[src/rtl/decode_queue_stage.sv]
// RV32I decode stage feeding a DEPTH-entry queue of decoded instructions between fetch and execute.
// Define DECODE_QUEUE_MEXT_EN to decode RV32M (OP opcode, funct7 0000001) instead of flagging it.
module decode_queue_stage #(
  parameter int unsigned XLEN  = 32,
  parameter int unsigned DEPTH = 2,
  parameter int unsigned CNT_W = $clog2(DEPTH + 1)
) (
  input  logic             clk_i,
  input  logic             rst_ni,
  input  logic             flush_i,
  input  logic             in_valid_i,
  output logic             in_ready_o,
  input  logic [31:0]      in_instr_i,
  input  logic [XLEN-1:0]  in_pc_i,
  output logic             out_valid_o,
  input  logic             out_ready_i,
  output logic [XLEN-1:0]  out_pc_o,
  output logic [4:0]       out_rs1_id_o,
  output logic [4:0]       out_rs2_id_o,
  output logic [4:0]       out_rd_id_o,
  output logic [XLEN-1:0]  out_imm_o,
  output logic [2:0]       out_mem_width_o,
  output logic [3:0]       out_alu_op_o,
  output logic             out_alu_src1_o,
  output logic [1:0]       out_alu_src2_o,
  output logic             out_mem_to_reg_o,
  output logic             out_mem_write_o,
  output logic             out_reg_write_o,
  output logic             out_branch_o,
  output logic             out_invert_branch_o,
  output logic             out_jump_o,
  output logic [1:0]       out_type_instr_o,
  output logic             out_exception_o,
  output logic             out_md_valid_o,
  output logic [2:0]       out_md_op_o,
  output logic [CNT_W-1:0] count_o
);

  localparam int unsigned PtrW = (DEPTH > 1) ? $clog2(DEPTH) : 1;

  localparam logic [6:0] OpLui    = 7'b0110111;
  localparam logic [6:0] OpAuipc  = 7'b0010111;
  localparam logic [6:0] OpJal    = 7'b1101111;
  localparam logic [6:0] OpJalr   = 7'b1100111;
  localparam logic [6:0] OpBranch = 7'b1100011;
  localparam logic [6:0] OpLoad   = 7'b0000011;
  localparam logic [6:0] OpStore  = 7'b0100011;
  localparam logic [6:0] OpImm    = 7'b0010011;
  localparam logic [6:0] OpReg    = 7'b0110011;

  localparam logic [3:0] AluAdd  = 4'b0000;
  localparam logic [3:0] AluSub  = 4'b0001;
  localparam logic [3:0] AluAnd  = 4'b0100;
  localparam logic [3:0] AluOr   = 4'b0101;
  localparam logic [3:0] AluXor  = 4'b0110;
  localparam logic [3:0] AluShl  = 4'b1000;
  localparam logic [3:0] AluShr  = 4'b1010;
  localparam logic [3:0] AluSha  = 4'b1011;
  localparam logic [3:0] AluSlt  = 4'b1100;
  localparam logic [3:0] AluSltu = 4'b1101;
  localparam logic [3:0] AluB    = 4'b1111;

  typedef struct packed {
    logic [XLEN-1:0] pc;
    logic [4:0]      rs1;
    logic [4:0]      rs2;
    logic [4:0]      rd;
    logic [XLEN-1:0] imm;
    logic [2:0]      mem_width;
    logic [3:0]      alu_op;
    logic            alu_src1;
    logic [1:0]      alu_src2;
    logic            mem_to_reg;
    logic            mem_write;
    logic            reg_write;
    logic            branch;
    logic            invert_branch;
    logic            jump;
    logic [1:0]      type_instr;
    logic            exception;
`ifdef DECODE_QUEUE_MEXT_EN
    logic            md_valid;
    logic [2:0]      md_op;
`endif
  } entry_t;

  // alt selects SUB over ADD and arithmetic over logical right shift
  function automatic logic [3:0] alu_from_f3(input logic [2:0] f3, input logic alt);
    logic [3:0] op;
    case (f3)
      3'b000:  op = alt ? AluSub : AluAdd;
      3'b001:  op = AluShl;
      3'b010:  op = AluSlt;
      3'b011:  op = AluSltu;
      3'b100:  op = AluXor;
      3'b101:  op = alt ? AluSha : AluShr;
      3'b110:  op = AluOr;
      default: op = AluAnd;
    endcase
    return op;
  endfunction

  function automatic logic [PtrW-1:0] ptr_inc(input logic [PtrW-1:0] p);
    if (DEPTH == 1) return '0;
    return p + 1'b1;
  endfunction

  logic [6:0]      opcode;
  logic [2:0]      funct3;
  logic [6:0]      funct7;
  logic [XLEN-1:0] imm_i, imm_s, imm_b, imm_u, imm_j, imm_sh;
  entry_t          dec;
  logic            illegal;

  assign opcode = in_instr_i[6:0];
  assign funct3 = in_instr_i[14:12];
  assign funct7 = in_instr_i[31:25];
  assign imm_i  = {{(XLEN-11){in_instr_i[31]}}, in_instr_i[30:20]};
  assign imm_s  = {{(XLEN-11){in_instr_i[31]}}, in_instr_i[30:25], in_instr_i[11:7]};
  assign imm_b  = {{(XLEN-12){in_instr_i[31]}}, in_instr_i[7], in_instr_i[30:25],
                   in_instr_i[11:8], 1'b0};
  assign imm_u  = {{(XLEN-31){in_instr_i[31]}}, in_instr_i[30:12], 12'b0};
  assign imm_j  = {{(XLEN-20){in_instr_i[31]}}, in_instr_i[19:12], in_instr_i[20],
                   in_instr_i[30:21], 1'b0};
  assign imm_sh = {{(XLEN-5){1'b0}}, in_instr_i[24:20]};

  always_comb begin
    dec     = '0;
    illegal = 1'b0;
    case (opcode)
      OpLui: begin
        dec.rd        = in_instr_i[11:7];
        dec.imm       = imm_u;
        dec.alu_op    = AluB;
        dec.alu_src2  = 2'b01;
        dec.reg_write = 1'b1;
      end
      OpAuipc: begin
        dec.rd        = in_instr_i[11:7];
        dec.imm       = imm_u;
        dec.alu_src1  = 1'b1;
        dec.alu_src2  = 2'b01;
        dec.reg_write = 1'b1;
      end
      OpJal: begin
        dec.rd         = in_instr_i[11:7];
        dec.imm        = imm_j;
        dec.alu_src1   = 1'b1;
        dec.alu_src2   = 2'b11;
        dec.jump       = 1'b1;
        dec.reg_write  = 1'b1;
        dec.type_instr = 2'b01;
      end
      OpJalr: begin
        dec.rd         = in_instr_i[11:7];
        dec.rs1        = in_instr_i[19:15];
        dec.imm        = imm_i;
        dec.alu_src1   = 1'b1;
        dec.alu_src2   = 2'b11;
        dec.jump       = 1'b1;
        dec.reg_write  = 1'b1;
        dec.type_instr = 2'b11;
        illegal        = (funct3 != 3'b000);
      end
      OpBranch: begin
        dec.rs1        = in_instr_i[19:15];
        dec.rs2        = in_instr_i[24:20];
        dec.imm        = imm_b;
        dec.branch     = 1'b1;
        dec.type_instr = 2'b01;
        case (funct3)
          3'b000:  begin dec.alu_op = AluSub;  dec.invert_branch = 1'b1; end
          3'b001:  dec.alu_op = AluSub;
          3'b100:  dec.alu_op = AluSlt;
          3'b101:  begin dec.alu_op = AluSlt;  dec.invert_branch = 1'b1; end
          3'b110:  dec.alu_op = AluSltu;
          3'b111:  begin dec.alu_op = AluSltu; dec.invert_branch = 1'b1; end
          default: illegal = 1'b1;
        endcase
      end
      OpLoad: begin
        dec.rd         = in_instr_i[11:7];
        dec.rs1        = in_instr_i[19:15];
        dec.imm        = imm_i;
        dec.mem_width  = funct3;
        dec.alu_src2   = 2'b01;
        dec.mem_to_reg = 1'b1;
        dec.reg_write  = 1'b1;
        illegal        = (funct3 == 3'b011) || (funct3 == 3'b110) || (funct3 == 3'b111);
      end
      OpStore: begin
        dec.rs1       = in_instr_i[19:15];
        dec.rs2       = in_instr_i[24:20];
        dec.imm       = imm_s;
        dec.mem_width = funct3;
        dec.alu_src2  = 2'b01;
        dec.mem_write = 1'b1;
        illegal       = (funct3 >= 3'b011);
      end
      OpImm: begin
        dec.rd        = in_instr_i[11:7];
        dec.rs1       = in_instr_i[19:15];
        dec.imm       = imm_i;
        dec.alu_src2  = 2'b01;
        dec.reg_write = 1'b1;
        dec.alu_op    = alu_from_f3(funct3, (funct3 == 3'b101) && funct7[5]);
        // Shift immediates carry only a zero-extended shamt
        if (funct3 == 3'b001) begin
          dec.imm = imm_sh;
          illegal = (funct7 != 7'b0000000);
        end else if (funct3 == 3'b101) begin
          dec.imm = imm_sh;
          illegal = (funct7 != 7'b0000000) && (funct7 != 7'b0100000);
        end
      end
      OpReg: begin
        dec.rd        = in_instr_i[11:7];
        dec.rs1       = in_instr_i[19:15];
        dec.rs2       = in_instr_i[24:20];
        dec.reg_write = 1'b1;
        if ((funct7 == 7'b0000000) ||
            ((funct7 == 7'b0100000) && ((funct3 == 3'b000) || (funct3 == 3'b101)))) begin
          dec.alu_op = alu_from_f3(funct3, funct7[5]);
`ifdef DECODE_QUEUE_MEXT_EN
        end else if (funct7 == 7'b0000001) begin
          dec.md_valid = 1'b1;
          dec.md_op    = funct3;
`endif
        end else begin
          illegal = 1'b1;
        end
      end
      default: illegal = 1'b1;
    endcase
    if (illegal) begin
      dec           = '0;
      dec.exception = 1'b1;
    end
    dec.pc = in_pc_i;
  end

  logic [CNT_W-1:0] count_q, count_d;
  logic [PtrW-1:0]  wr_ptr_q, wr_ptr_d, rd_ptr_q, rd_ptr_d;
  entry_t           mem_q [DEPTH];
  entry_t           head;
  logic             push, pop;

  assign in_ready_o  = (count_q < CNT_W'(DEPTH));
  assign out_valid_o = (count_q != '0);
  // An all-zero word is a fetch bubble: handshake completes but nothing is stored
  assign push = in_valid_i && in_ready_o && !flush_i && (in_instr_i != 32'h0);
  assign pop  = out_valid_o && out_ready_i && !flush_i;

  always_comb begin
    count_d  = count_q;
    wr_ptr_d = wr_ptr_q;
    rd_ptr_d = rd_ptr_q;
    if (flush_i) begin
      count_d  = '0;
      wr_ptr_d = '0;
      rd_ptr_d = '0;
    end else begin
      if (push) wr_ptr_d = ptr_inc(wr_ptr_q);
      if (pop)  rd_ptr_d = ptr_inc(rd_ptr_q);
      if (push && !pop)      count_d = count_q + 1'b1;
      else if (pop && !push) count_d = count_q - 1'b1;
    end
  end

  always_ff @(posedge clk_i or negedge rst_ni) begin
    if (!rst_ni) begin
      count_q  <= '0;
      wr_ptr_q <= '0;
      rd_ptr_q <= '0;
    end else begin
      count_q  <= count_d;
      wr_ptr_q <= wr_ptr_d;
      rd_ptr_q <= rd_ptr_d;
    end
  end

  // Payload needs no reset: the head is masked whenever the queue is empty
  always_ff @(posedge clk_i) begin
    if (push) mem_q[wr_ptr_q] <= dec;
  end

  assign head = out_valid_o ? mem_q[rd_ptr_q] : '0;

  assign out_pc_o            = head.pc;
  assign out_rs1_id_o        = head.rs1;
  assign out_rs2_id_o        = head.rs2;
  assign out_rd_id_o         = head.rd;
  assign out_imm_o           = head.imm;
  assign out_mem_width_o     = head.mem_width;
  assign out_alu_op_o        = head.alu_op;
  assign out_alu_src1_o      = head.alu_src1;
  assign out_alu_src2_o      = head.alu_src2;
  assign out_mem_to_reg_o    = head.mem_to_reg;
  assign out_mem_write_o     = head.mem_write;
  assign out_reg_write_o     = head.reg_write;
  assign out_branch_o        = head.branch;
  assign out_invert_branch_o = head.invert_branch;
  assign out_jump_o          = head.jump;
  assign out_type_instr_o    = head.type_instr;
  assign out_exception_o     = head.exception;
`ifdef DECODE_QUEUE_MEXT_EN
  assign out_md_valid_o      = head.md_valid;
  assign out_md_op_o         = head.md_op;
`else
  assign out_md_valid_o      = 1'b0;
  assign out_md_op_o         = 3'b000;
`endif
  assign count_o             = count_q;

endmodule

[config.mk]
export PLATFORM = sky130hd
export DESIGN_NAME = decode_queue_stage
export DESIGN_NICKNAME = d
export VERILOG_FILES = /design/src/rtl/decode_queue_stage.sv
export SDC_FILE = /design/constraint.sdc
export NUM_CORES = 1
export LEC_CHECK = 0
export CORE_MARGIN = 2
export CORE_UTILIZATION = 47
export DETAILED_ROUTE_END_ITERATION = 8
export PLACE_DENSITY = 0.78
export SYNTH_ARGS = -nofsm -noshare
export SYNTH_HDL_FRONTEND = slang
export SYNTH_SLANG_ARGS = --single-unit
export TNS_END_PERCENT = 20
[constraint.sdc]
create_clock -name clk_i -period 8.89 [get_ports clk_i]
set_clock_uncertainty 0.15 [all_clocks]
set_input_delay 0.889 -clock clk_i [delete_from_list [all_inputs] [get_ports clk_i]]
set_output_delay 0.889 -clock clk_i [all_outputs]
set_load 0.1 [all_outputs]
==> run_results.csv <==
group,metric,value,unit
sta,period_needed,4.92,ns
floorplanning,die_w,141,um
routing,drt-initial-drc-count,558,
clock_network,cts_hold_buf,0,
sta,max_freq,0.203,GHz
worst_hold_path,hold_class,"reg -> reg",
layout,n_antenna_cell,0,
logic_synthesis,syn_inst,657,
layout,layout_common_cells,"edfxtp_1, clkdlybuf4s50_1, nor2_1",
setup_path,worstPathMaxFanout,58,
power,pwr-share-seq,46.2,%
layout,ff_latch_area,0.00593,mm2
global_route,grt_overflow_total,0,
logic_synthesis,syn_area,0.00884,mm2
routing,drtAntennaViolNets,0,
clock_network,clock_sinks,198,
power,intPower,1590,uW
global_route,grt_max_degree,80,
setup_path,cpPeakStageDelay,1.19,ns
floorplanning,dieArea,0.0199,mm2
place,hpwl,13.5,mm
global_route,grt_pass1_wl,30.5,mm
logic_synthesis,ys_seq_area_share,67.1,%
clock_network,clock_path_buffers,2,
clock_network,cts_setup_buffers,0,
setup_path,cp.required,7.85,ns
sta,whs,0.452,ns
place,place_area,0.0107,mm2
power,leakage,0.00363,uW
routing,vias,5799,
setup_path,r2r_cells,4,
sta,drv_slew,0,
routing,wirelength,20.2,mm
sta,hold_violations,0,
sta,slew_headroom,30.4,%
routing,firstDrtPassIters,5,
sta,setup_viol,0,
layout,multi_input_area,0.00270,mm2
power,ir_drop,0.140,mV
place,place_ws,4.46,ns
layout,nets,891,
power,switching_share,32.4,%
layout,n_fill_cell,1474,
sta,rsz0062_at_grt,"no",
logic_synthesis,ys_types,58,
layout,drive_above_1_share,6.64,%
global_route,grt_pass1_vias,5563,
power,combPwrFrac,23.5,%
global_route,grtUsageTotal,20.3,%
clock_network,cts_tree,"built",
clock_network,cts_root_buf,"clkbuf_16",
logic_synthesis,ys_warn_count,0,
sta,period_share,55.3,%
floorplanning,die_h,141,um
logic_synthesis,synth_flop_cell,"edfxtp_1",
clock_network,cts_made_buffers,17,
sta,max_slew.worst_pin.slew,1.04,ns
logic_synthesis,avgSynthCellArea,13.4,um2
routing,post_drt_wl_per_cell,19.0,um
setup_path,end_kind,"output port",
power,clock_power_share,30.4,%
outcome,status,"complete, no violations",
setup_path,worstPathCellList,"buf_4 -> mux2i_1 -> nor2_1 -> clkdlybuf4s50_1",
routing,route.detailed.drc,0,
setup_path,startpoint_type,"flop",
setup_path,crit_type,"reg -> out",
floorplanning,coreArea,0.0186,mm2
floorplanning,num_rows,50,
worst_hold_path,whs_path_depth,2,
layout,fin_util,60.6,%
global_route,antenna_found_initial,0,
place,place.port_buffers,170,
routing,viasPerCell,5.46,
clock_network,post_cts_resized,0,
clock_network,clock_latency,0.42,ns
logic_synthesis,synth_seq_cells,198,
flow_run,maxCapViolCount,0,
sta,fin_ws,3.97,ns
floorplanning,initial_core_util,47.6,%
clock_network,htreeDepth,4,
sta,final.setup.tns,0,ns
power,p_per_area,209,mW/mm2
setup_path,cp_slowest_cell,"clkdlybuf4s50_1",
layout,area_growth,27.5,%
power,switching_power,762,uW
layout,final_area,0.0113,mm2
clock_network,path_clk_slew,0.07,ns
place,routabilityCongestion,0.854,
logic_synthesis,synth-async-reset-ratio,2.02,%
layout,layout_commonest_cell,"edfxtp_1",
setup_path,worst_ep_arrival_time,3.88,ns
logic_synthesis,synth_edf_count,194,
floorplanning,io-pin-count,175,
path summary, 6_finish.rpt:
path | start | endpoint | slack [ns]
min in group asynchronous | rst_ni | count_o[1] | 0.51
max in group asynchronous | rst_ni | rd_ptr_q | 7.89
min reg2reg | wr_ptr_q | wr_ptr_q | 0.45
min | wr_ptr_q | wr_ptr_q | 0.45
max reg2reg | count_o[1] | mem_q[1][33] | 6.52
max | rd_ptr_q | out_imm_o[16] | 3.97
per-stage QoR:
step / power [uW] / std cells
finish: 2350 / 1062
global route: 2420 / 1062
floorplan: 1510 / 660
detailed placement: 1660 / 1032
global placement: 1650 / 1032
CTS: 2360 / 1062
kinds of logic (layout without fill, tap and decap cells):
| group | after synthesis | count (layout) | synth area share, % |
|---|---|---|---|
| other | 1 | 4 | 0.0424 |
| adder cells (fa/ha/maj) | 5 | 5 | 0.708 |
| XOR/XNOR | 4 | 4 | 0.397 |
| buffers and inverters | 49 | 217 | 2.73 |
| AO/OA/AOI/OAI | 63 | 63 | 5.37 |
| multiplexers | 98 | 98 | 11.1 |
| AND/OR/NAND/NOR | 239 | 239 | 12.6 |
| flip-flops | 198 | 198 | 67.1 |
cell type report:
type | count | share of cell area (%)
clock inverters | 11 | 0.922
multi-input cells | 413 | 24.0
flip-flops and latches | 198 | 52.6
well taps | 234 | 2.60
clock buffers | 19 | 3.84
repair buffers | 179 | 15.7
inverters | 8 | 0.267
power by group through the flow:
stage          combinational (uW)  clock, uW  sequential, uW
2_1_floorplan                 411          0            1100
3_3_place_gp                  549          0            1100
3_5_place_dp                  552          0            1110
4_1_cts                       554        721            1090
5_1_grt                       572        757            1090
6_report                      551        713            1080
registers in the layout, summed over array words and instances (netlist names):
register	cells
count_o	2
wr_ptr_q	1
mem_q	194
rd_ptr_q	1
synth_stat cells (3+ instances only):
cell type	n	share of area, %
nand2_1	37	1.6
clkbuf_1	13	0.55
a21oi_1	28	1.6
and2_1	11	0.78
nand4_1	3	0.21
nor3_1	18	1.0
edfxtp_1	194	66
buf_2	7	0.40
nor4_1	7	0.50
o21ai_0	4	0.23
inv_1	7	0.30
xor2_1	3	0.30
nor2_1	121	5.1
ha_1	5	0.71
nand2b_1	6	0.42
and3_1	9	0.64
o21a_1	4	0.34
a21o_1	3	0.25
mux2i_1	97	11
nand3_1	7	0.40
buf_6	4	0.51
buf_4	5	0.42
dfrtp_1	4	1.1
nor3_2	4	0.45
buf_1	12	0.51
a22oi_1	5	0.42
critical path, delay by kind of cell (launching register included):
family / cells / cell delay, ns
and+or+nand+nor: 1 / 0.21
buffers and inverters: 2 / 2.08
muxes: 1 / 0.17
DFF: 1 / 0.90
layer usage:
metal / global-route usage (%) / wire length [um]
met3: 4.86 / 1690
met4: 6.47 / 254
met1: 27.3 / 8570
met2: 32.7 / 9660
met5: 0 / 0
Power figures use the tool's default switching activity.
